===== src/rtl/vga_pkg.sv =====
// Shared VGA framebuffer definitions for the 160x120 drawing path.
// Contents: screen geometry, pixel field types, the sequencer state
// encoding and an on-screen bounds helper.
package vga_pkg;

  localparam int unsigned SCREEN_W = 160;
  localparam int unsigned SCREEN_H = 120;

  typedef logic [2:0] colour_t;
  typedef logic [7:0] xcoord_t;
  typedef logic [6:0] ycoord_t;

  typedef enum logic [1:0] {
    IDLE = 2'd0,
    FILL = 2'd1,
    DRAW = 2'd2,
    DONE = 2'd3
  } seq_state_t;

  // True when (x, y) lies inside the visible framebuffer.
  function automatic logic on_screen(input xcoord_t x, input ycoord_t y);
    return (x < 8'(SCREEN_W)) && (y < 7'(SCREEN_H));
  endfunction

endpackage


===== src/rtl/draw_sequencer_plot_clip_reg.sv =====
// plot_clip_reg: registered 2:1 pixel-stream mux feeding the VGA adapter.
// The fill stream is forwarded as-is; the draw stream has its plot strobe
// suppressed when the coordinate is off-screen. Coordinates and colour are
// registered whenever a stream is selected and hold otherwise.
// Ports:
//   clk, rst_n                  clock, synchronous active-low reset
//   clear                       zero the plot counter
//   sel_fill, sel_draw          stream select (at most one high)
//   fill_x/y/c/plot             fill engine pixel stream
//   draw_x/y/c/plot             draw engine pixel stream
//   vga_x/y/colour/plot         registered output to the VGA adapter
//   pix_count                   saturating count of forwarded plots
module plot_clip_reg
  import vga_pkg::*;
(
  input  logic        clk,
  input  logic        rst_n,
  input  logic        clear,
  input  logic        sel_fill,
  input  logic        sel_draw,
  input  logic [7:0]  fill_x,
  input  logic [6:0]  fill_y,
  input  logic [2:0]  fill_c,
  input  logic        fill_plot,
  input  logic [7:0]  draw_x,
  input  logic [6:0]  draw_y,
  input  logic [2:0]  draw_c,
  input  logic        draw_plot,
  output logic [7:0]  vga_x,
  output logic [6:0]  vga_y,
  output logic [2:0]  vga_colour,
  output logic        vga_plot,
  output logic [14:0] pix_count
);

  logic draw_visible;
  logic plot_next;

  assign draw_visible = draw_plot && on_screen(draw_x, draw_y);

  always_comb begin
    plot_next = 1'b0;
    if (sel_fill) begin
      plot_next = fill_plot;
    end else if (sel_draw) begin
      plot_next = draw_visible;
    end
  end

  always_ff @(posedge clk) begin
    if (!rst_n) begin
      vga_x      <= '0;
      vga_y      <= '0;
      vga_colour <= '0;
      vga_plot   <= 1'b0;
      pix_count  <= '0;
    end else begin
      vga_plot <= plot_next;
      if (sel_fill) begin
        vga_x      <= fill_x;
        vga_y      <= fill_y;
        vga_colour <= fill_c;
      end else if (sel_draw) begin
        vga_x      <= draw_x;
        vga_y      <= draw_y;
        vga_colour <= draw_c;
      end
      if (clear) begin
        pix_count <= '0;
      end else if (plot_next && (pix_count != '1)) begin
        pix_count <= pix_count + 15'd1;
      end
    end
  end

endmodule


===== src/rtl/draw_sequencer.sv =====
// draw_sequencer: top-level drawing sequencer. On start it clears the
// screen with the fill engine, then runs the shape-draw engine, and merges
// both pixel streams onto one registered, clipped VGA plot port.
// Ports:
//   clk, rst_n                         clock, synchronous active-low reset
//   start                              level run request, held for the run
//   finished                           high once the run has completed
//   fill_rst_n/start/colour, fill_done fill engine control and status
//   fill_x/y/c/plot                    fill engine pixel stream
//   draw_rst_n/start, draw_done        draw engine control and status
//   draw_x/y/c/plot                    draw engine pixel stream
//   vga_x/y/colour/plot                to the VGA adapter
//   pix_count                          plots forwarded in the current run
module draw_sequencer
  import vga_pkg::*;
#(
  parameter logic [2:0] BG_COLOUR = 3'b000
) (
  input  logic        clk,
  input  logic        rst_n,
  input  logic        start,
  output logic        finished,
  output logic        fill_rst_n,
  output logic        fill_start,
  output logic [2:0]  fill_colour,
  input  logic        fill_done,
  input  logic [7:0]  fill_x,
  input  logic [6:0]  fill_y,
  input  logic [2:0]  fill_c,
  input  logic        fill_plot,
  output logic        draw_rst_n,
  output logic        draw_start,
  input  logic        draw_done,
  input  logic [7:0]  draw_x,
  input  logic [6:0]  draw_y,
  input  logic [2:0]  draw_c,
  input  logic        draw_plot,
  output logic [7:0]  vga_x,
  output logic [6:0]  vga_y,
  output logic [2:0]  vga_colour,
  output logic        vga_plot,
  output logic [14:0] pix_count
);

  seq_state_t state;
  seq_state_t state_next;

  logic sel_fill;
  logic sel_draw;
  logic clear_count;

  always_comb begin
    state_next = state;
    unique case (state)
      IDLE: if (start) state_next = FILL;
      FILL: begin
        if (!start)         state_next = IDLE;
        else if (fill_done) state_next = DRAW;
      end
      DRAW: begin
        if (!start)         state_next = IDLE;
        else if (draw_done) state_next = DONE;
      end
      DONE: if (!start) state_next = IDLE;
      default: state_next = IDLE;
    endcase
  end

  always_ff @(posedge clk) begin
    if (!rst_n) begin
      state <= IDLE;
    end else begin
      state <= state_next;
    end
  end

  // Engine controls decode straight from the state register, so an engine
  // is released from reset only one edge after its state is entered.
  assign fill_rst_n  = (state == FILL);
  assign fill_start  = (state == FILL);
  assign draw_rst_n  = (state == DRAW);
  assign draw_start  = (state == DRAW);
  assign finished    = (state == DONE);
  assign fill_colour = BG_COLOUR;

  // Gating the select with start makes an abort win over a same-cycle
  // engine pixel: the pixel presented while start falls is dropped.
  assign sel_fill    = (state == FILL) && start;
  assign sel_draw    = (state == DRAW) && start;
  assign clear_count = (state == IDLE) && start;

  plot_clip_reg u_plot_clip_reg (
    .clk        (clk),
    .rst_n      (rst_n),
    .clear      (clear_count),
    .sel_fill   (sel_fill),
    .sel_draw   (sel_draw),
    .fill_x     (fill_x),
    .fill_y     (fill_y),
    .fill_c     (fill_c),
    .fill_plot  (fill_plot),
    .draw_x     (draw_x),
    .draw_y     (draw_y),
    .draw_c     (draw_c),
    .draw_plot  (draw_plot),
    .vga_x      (vga_x),
    .vga_y      (vga_y),
    .vga_colour (vga_colour),
    .vga_plot   (vga_plot),
    .pix_count  (pix_count)
  );

endmodule


===== config.mk =====
export PLATFORM = sky130hd
export DESIGN_NAME = draw_sequencer
export DESIGN_NICKNAME = d
export VERILOG_FILES = /design/src/rtl/vga_pkg.sv /design/src/rtl/draw_sequencer_plot_clip_reg.sv /design/src/rtl/draw_sequencer.sv
export SDC_FILE = /design/constraint.sdc
export NUM_CORES = 1
export LEC_CHECK = 0
export ABC_AREA = 1
export ABC_CLOCK_PERIOD_IN_PS = 3940
export CELL_PAD_IN_SITES_DETAIL_PLACEMENT = 0
export CELL_PAD_IN_SITES_GLOBAL_PLACEMENT = 1
export CORE_MARGIN = 3
export CORE_UTILIZATION = 31
export DETAILED_ROUTE_END_ITERATION = 12
export PLACE_DENSITY_LB_ADDON = 0.1
export SYNTH_ARGS = -nofsm -noshare
export SYNTH_HDL_FRONTEND = slang
export SYNTH_SLANG_ARGS = --single-unit

===== constraint.sdc =====
create_clock -name clk -period 3.94 [get_ports clk]
set_input_delay 0.788 -clock clk [delete_from_list [all_inputs] [get_ports clk]]
set_output_delay 0.788 -clock clk [all_outputs]
set_load 0.02 [all_outputs]

After elaboration in Yosys (flattened, before gate mapping). Index checks and enable logic that the tools add are counted. W data, S select, Z words.

Register bits after elaboration: 36. Word-level logic and storage cells: 43. Output and inout port bits: 42.

Bitwise logic cells: 1. Eq/ne operators: 8. $add $sub $neg: 1. $lt $le $gt $ge: 2. Muxes and demuxes: 15. Reductions and logical operators: 10.

Operators with widths (number): $mux W8 (2); $add A15 B1 Y15 const B (1); $ne A15 B15 Y1 const B (1); $mux W7 (2); $mux W2 (6); $lt A8 B8 Y1 const B (1); $pmux W2 S4 (1); $lt A7 B7 Y1 const B (1); $logic_and A1 B1 Y1 (6); $mux W3 (2); $ne A3 B2 Y1 const B (2); $eq A2 B2 Y1 const B (2); $ne A2 B2 Y1 const B (2); $reduce_and A4 Y1 (1); $eq A2 B1 Y1 const B (1); $logic_not A2 Y1 (1); $mux W1 (2); $reduce_bool A2 Y1 (1); $reduce_or A2 Y1 (1); $not A1 Y1 (1).

Logic depth before layout (Yosys ltp).
Depth in word-level cells: 6. Mapped depth: 11. Mapped depth without buffers: 10.

Hierarchy. A second synthesis with hierarchy kept.

Cell total of the unflattened synthesis: 332. Area total of the unflattened synthesis: 2078.2 µm².

By module, submodules not included: plot_clip_reg (times used 1, area each 1904.3 µm², cells an instance 305); draw_sequencer (times used 1, area each 173.9 µm², cells an instance 27).

Worst setup path before layout. Ideal clock, no wire load.

Kind: register to output. From: reg state[1]. To: out draw_start. Buffers on the path: 1. Path slack: 1965 ps. Cell stages (with the launch flop): 4. Required time: 3152 ps. Arrival time: 1187 ps. Path through: dfxtp_1 -> inv_1 -> nor2_1 -> buf_4.

Cells in the longest elaborated chain, start to end: 1.

RTL lines: start, declared (RTL line draw_sequencer.sv:45) `seq_state_t state;`; start signal, assigned (RTL line draw_sequencer.sv:73) `state <= state_next;`; $eq A2 B2 Y1; end, declared (RTL line draw_sequencer.sv:32) `output logic draw_start,`.

No other way between the ends.

Worst setup path in the final report.
From: reg state[1]. To: out draw_rst_n.

Cells in the longest elaborated chain, start to end: 1.

RTL lines: $eq A2 B2 Y1 (RTL line draw_sequencer.sv:81) `assign draw_rst_n = (state == DRAW);`; end, declared (RTL line draw_sequencer.sv:31) `output logic draw_rst_n,`.

No other way between the ends.

==> impl_metrics.tcl <==
set metrics [dict create \
    outcome "completed" \
    postRouteAntennaNets 0 \
    dr.pass1.iters 4 \
    yosys.area_share.simple_pct 33.0 \
    cp_max_fo 8 \
    synth.largest_area_cell "dfxtp_1" \
    routedWlPerCell_um 13.7 \
    fin_nets 408 \
    area_growth_syn_to_layout_pct 43.0 \
    tightest_slew_ns 0.540 \
    synth_edf_count 0 \
    ys_async_sr_fraction_pct 0 \
    setup.worst_path.start_class "flop" \
    grt_util_met3_pct 4.09 \
    ys_ff_latch 36 \
    synth_adder_area_share_pct 0.623 \
    grt_pass1_wl_um 9830 \
    antenna_found_initial 0 \
    antenna_cells 0 \
    route.vias.total 2103 \
    busiest_layer "met2" \
    vdd_ir_drop_max_mv 0.158 \
    hpwl_um 4380 \
    drt_wl_total_um 6000 \
    avgSynthCellArea_um2 6.93 \
    hold_viol 0 \
    drive_gt1_share_pct 6.32 \
    synthFlopType "dfxtp_1" \
    min_period_ns 2.73 \
    fillers 659 \
    cts_resized 0 \
    die_h_um 86.5 \
    synth_top_family_by_area "simple AND/OR/NAND/NOR gates" \
    synthMuxAreaShare_pct 0 \
    rsz0062_at_grt "false" \
    syn_area_mm2 0.00201 \
    end_kind "output port" \
    p_per_area_mw_per_mm2 265 \
    cts.reportedPaths.clkPinSlew_ns 0.07 \
    leakagePower_nw 0.992 \
    synth_compound_area_share_pct 18.3 \
    synth.area.top_cells "dfxtp_1 36%, nand2_1 15%, a21oi_1 6.7%" \
    cts_buffers 5 \
    die_x_um 86.5 \
    finalCritPeriodShare_pct 69.2 \
    critPathArrivalTime_ns 1.94 \
    avgViaCountPerCell 4.79 \
    relSlewSlack_pct 63.9 \
    grt_usage_pct 16.5 \
    cap_violations 0 \
    first_iter_violations 82 \
    met2_usage_pct 24.7 \
    synth_top_area_share_pct 35.9 \
    dieArea_mm2 0.00748 \
    io_pins 85 \
    clk_latency_ns 0.29 \
    cts-hold-fix-buffers 0 \
    required_ns 3.15 \
    clockRootBuffer "clkbuf_8" \
    overflow 0 \
    fmax_ghz 0.367 \
    stdcell_area_mm2 0.00287 \
    ys_types 33 \
    drc 0 \
    use_met1_pct 24.2 \
    seq_area_frac_synth_pct 35.9 \
    cts_tree "built" \
    numPortBuffers 81 \
    post-cts-setup-buffers 0 \
    critPathKind "flop to output port" \
    netlist_instances 290 \
    grt_max_degree 23 \
    hold_class "flop to flop" \
    setup_viol 0 \
    std_cell_rows 28 \
    clk_path_buf_depth 2 \
    skew_ns 0.00598 \
    core_area_mm2 0.00610 \
    ys_warn_count 0 \
    cts_sinks 36 \
    htreeDepth 2 \
    timing.setup.tns_ns 0 \
    grt_pass1_vias 1974 \
    gp_congestion 0.781 \
    drv_slew 0 \
    initial_core_util_pct 33.0 \
    placed_area_mm2 0.00280 \
    synth_xor_area_share_pct 1.31 \
]
-- final timing paths --
path / start / end / depth (start not counted) / slack [ns]
hold reg to reg: u_plot_clip_reg.vga_x[1]$_SDFFE_PN0N_ / u_plot_clip_reg.vga_x[1]$_SDFFE_PN0N_ / 2 / 0.47
hold / removal: u_plot_clip_reg.vga_x[1]$_SDFFE_PN0N_ / u_plot_clip_reg.vga_x[1]$_SDFFE_PN0N_ / 2 / 0.47
setup reg to reg: state[0]$_SDFFE_PN0P_ / u_plot_clip_reg.pix_count[1]$_SDFFE_PP0P_ / 9 / 1.87
setup / recovery: state[1]$_SDFFE_PN0P_ / draw_rst_n / 3 / 1.21
-- synth_stat cells (4+ instances only) --
| cell type | count |
|---|---|
| nand2_1 | 79 |
| inv_1 | 18 |
| nor2_1 | 24 |
| buf_4 | 6 |
| o21a_1 | 11 |
| a31oi_1 | 6 |
| nand2_2 | 4 |
| dfxtp_1 | 36 |
| clkbuf_1 | 4 |
| a21oi_1 | 27 |
| nand3_1 | 23 |
| o21ai_1 | 7 |
| nand4_1 | 7 |
| o21ai_0 | 9 |
-- state kept, by name (all words and copies together) (netlist names) --
| signal | count |
|---|---|
| u_plot_clip_reg.vga_x | 8 |
| u_plot_clip_reg.vga_y | 7 |
| u_plot_clip_reg.vga_plot | 1 |
| u_plot_clip_reg.pix_count | 15 |
| state | 2 |
| u_plot_clip_reg.vga_colour | 3 |
-- kinds of logic (layout without fill, tap and decap cells) --
| family | count (synthesis) | count (layout) |
|---|---|---|
| AND/OR/NAND/NOR | 148 | 148 |
| buffers and inverters | 38 | 110 |
| flip-flops | 36 | 36 |
| XOR/XNOR | 3 | 3 |
| AO/OA/AOI/OAI | 63 | 63 |
| other | 1 | 3 |
| adder cells (fa/ha/maj) | 1 | 1 |
-- placed cells by master, fill, tap and decap left out, types with 2 or more instances in the layout --
cell type        netlist  routed
clkdlybuf4s50_1        0      81
nand2_1               79      79
o21a_1                11      11
o21ai_0                9       9
nor2_1                24      24
nand3b_1               3       3
clkbuf_8               0       5
a31oi_1                6       6
nand4_1                7       7
nand2_2                4       4
inv_2                  2       2
dfxtp_1               36      36
a21oi_1               27      27
inv_1                 18      18
o21ai_1                7       7
xnor2_1                2       2
conb_1                 1       3
nand3_1               23      23
nor2_2                 3       3
-- stage by stage --
step,worst slack (ns),instances,total power (W),utilization (%),hold WS (ns)
2_1_floorplan,1.97,292,0.000452,-,0.540
3_3_place_gp,0.990,432,0.000519,45.9,0.454
3_5_place_dp,0.930,432,0.000519,45.9,0.459
4_1_cts,1.17,439,0.000774,47.1,0.470
5_1_grt,1.04,439,0.000798,47.1,0.486
6_report,1.21,439,0.000761,47.1,0.468
-- where the power goes --
| part | internal [W] | switching [W] |
|---|---|---|
| registers | 0.000373 | 0.00000634 |
| clock network | 0.000120 | 0.000131 |
| logic | 0.0000679 | 0.0000619 |
| total | 0.000562 | 0.000199 |
-- final cells by class --
| cell class | count | area [µm²] | share of cell area (%) |
|---|---|---|---|
| clock inverters | 1 | 5.00 | 0.174 |
| repair buffers | 82 | 818 | 28.5 |
| flip-flops and latches | 36 | 721 | 25.1 |
| multi-input cells | 218 | 1080 | 37.6 |
| clock buffers | 6 | 72.6 | 2.53 |
| well taps | 75 | 93.8 | 3.27 |
| inverters | 21 | 81.3 | 2.83 |
-- critical path, stage by stage (launching register included) --
cell,delay (ns)
dfxtp_1,0.45
inv_1,0.07
nor2_1,0.42
clkdlybuf4s50_1,0.71
-- per-layer routing --
layer | wire length, µm | up-vias
met4 | 50 | 0
met5 | 0 | -
met3 | 354 | 6
met1 | 2890 | 945
met2 | 2700 | 54
li1 | - | 1098
Power figures use the tool's default switching activity.
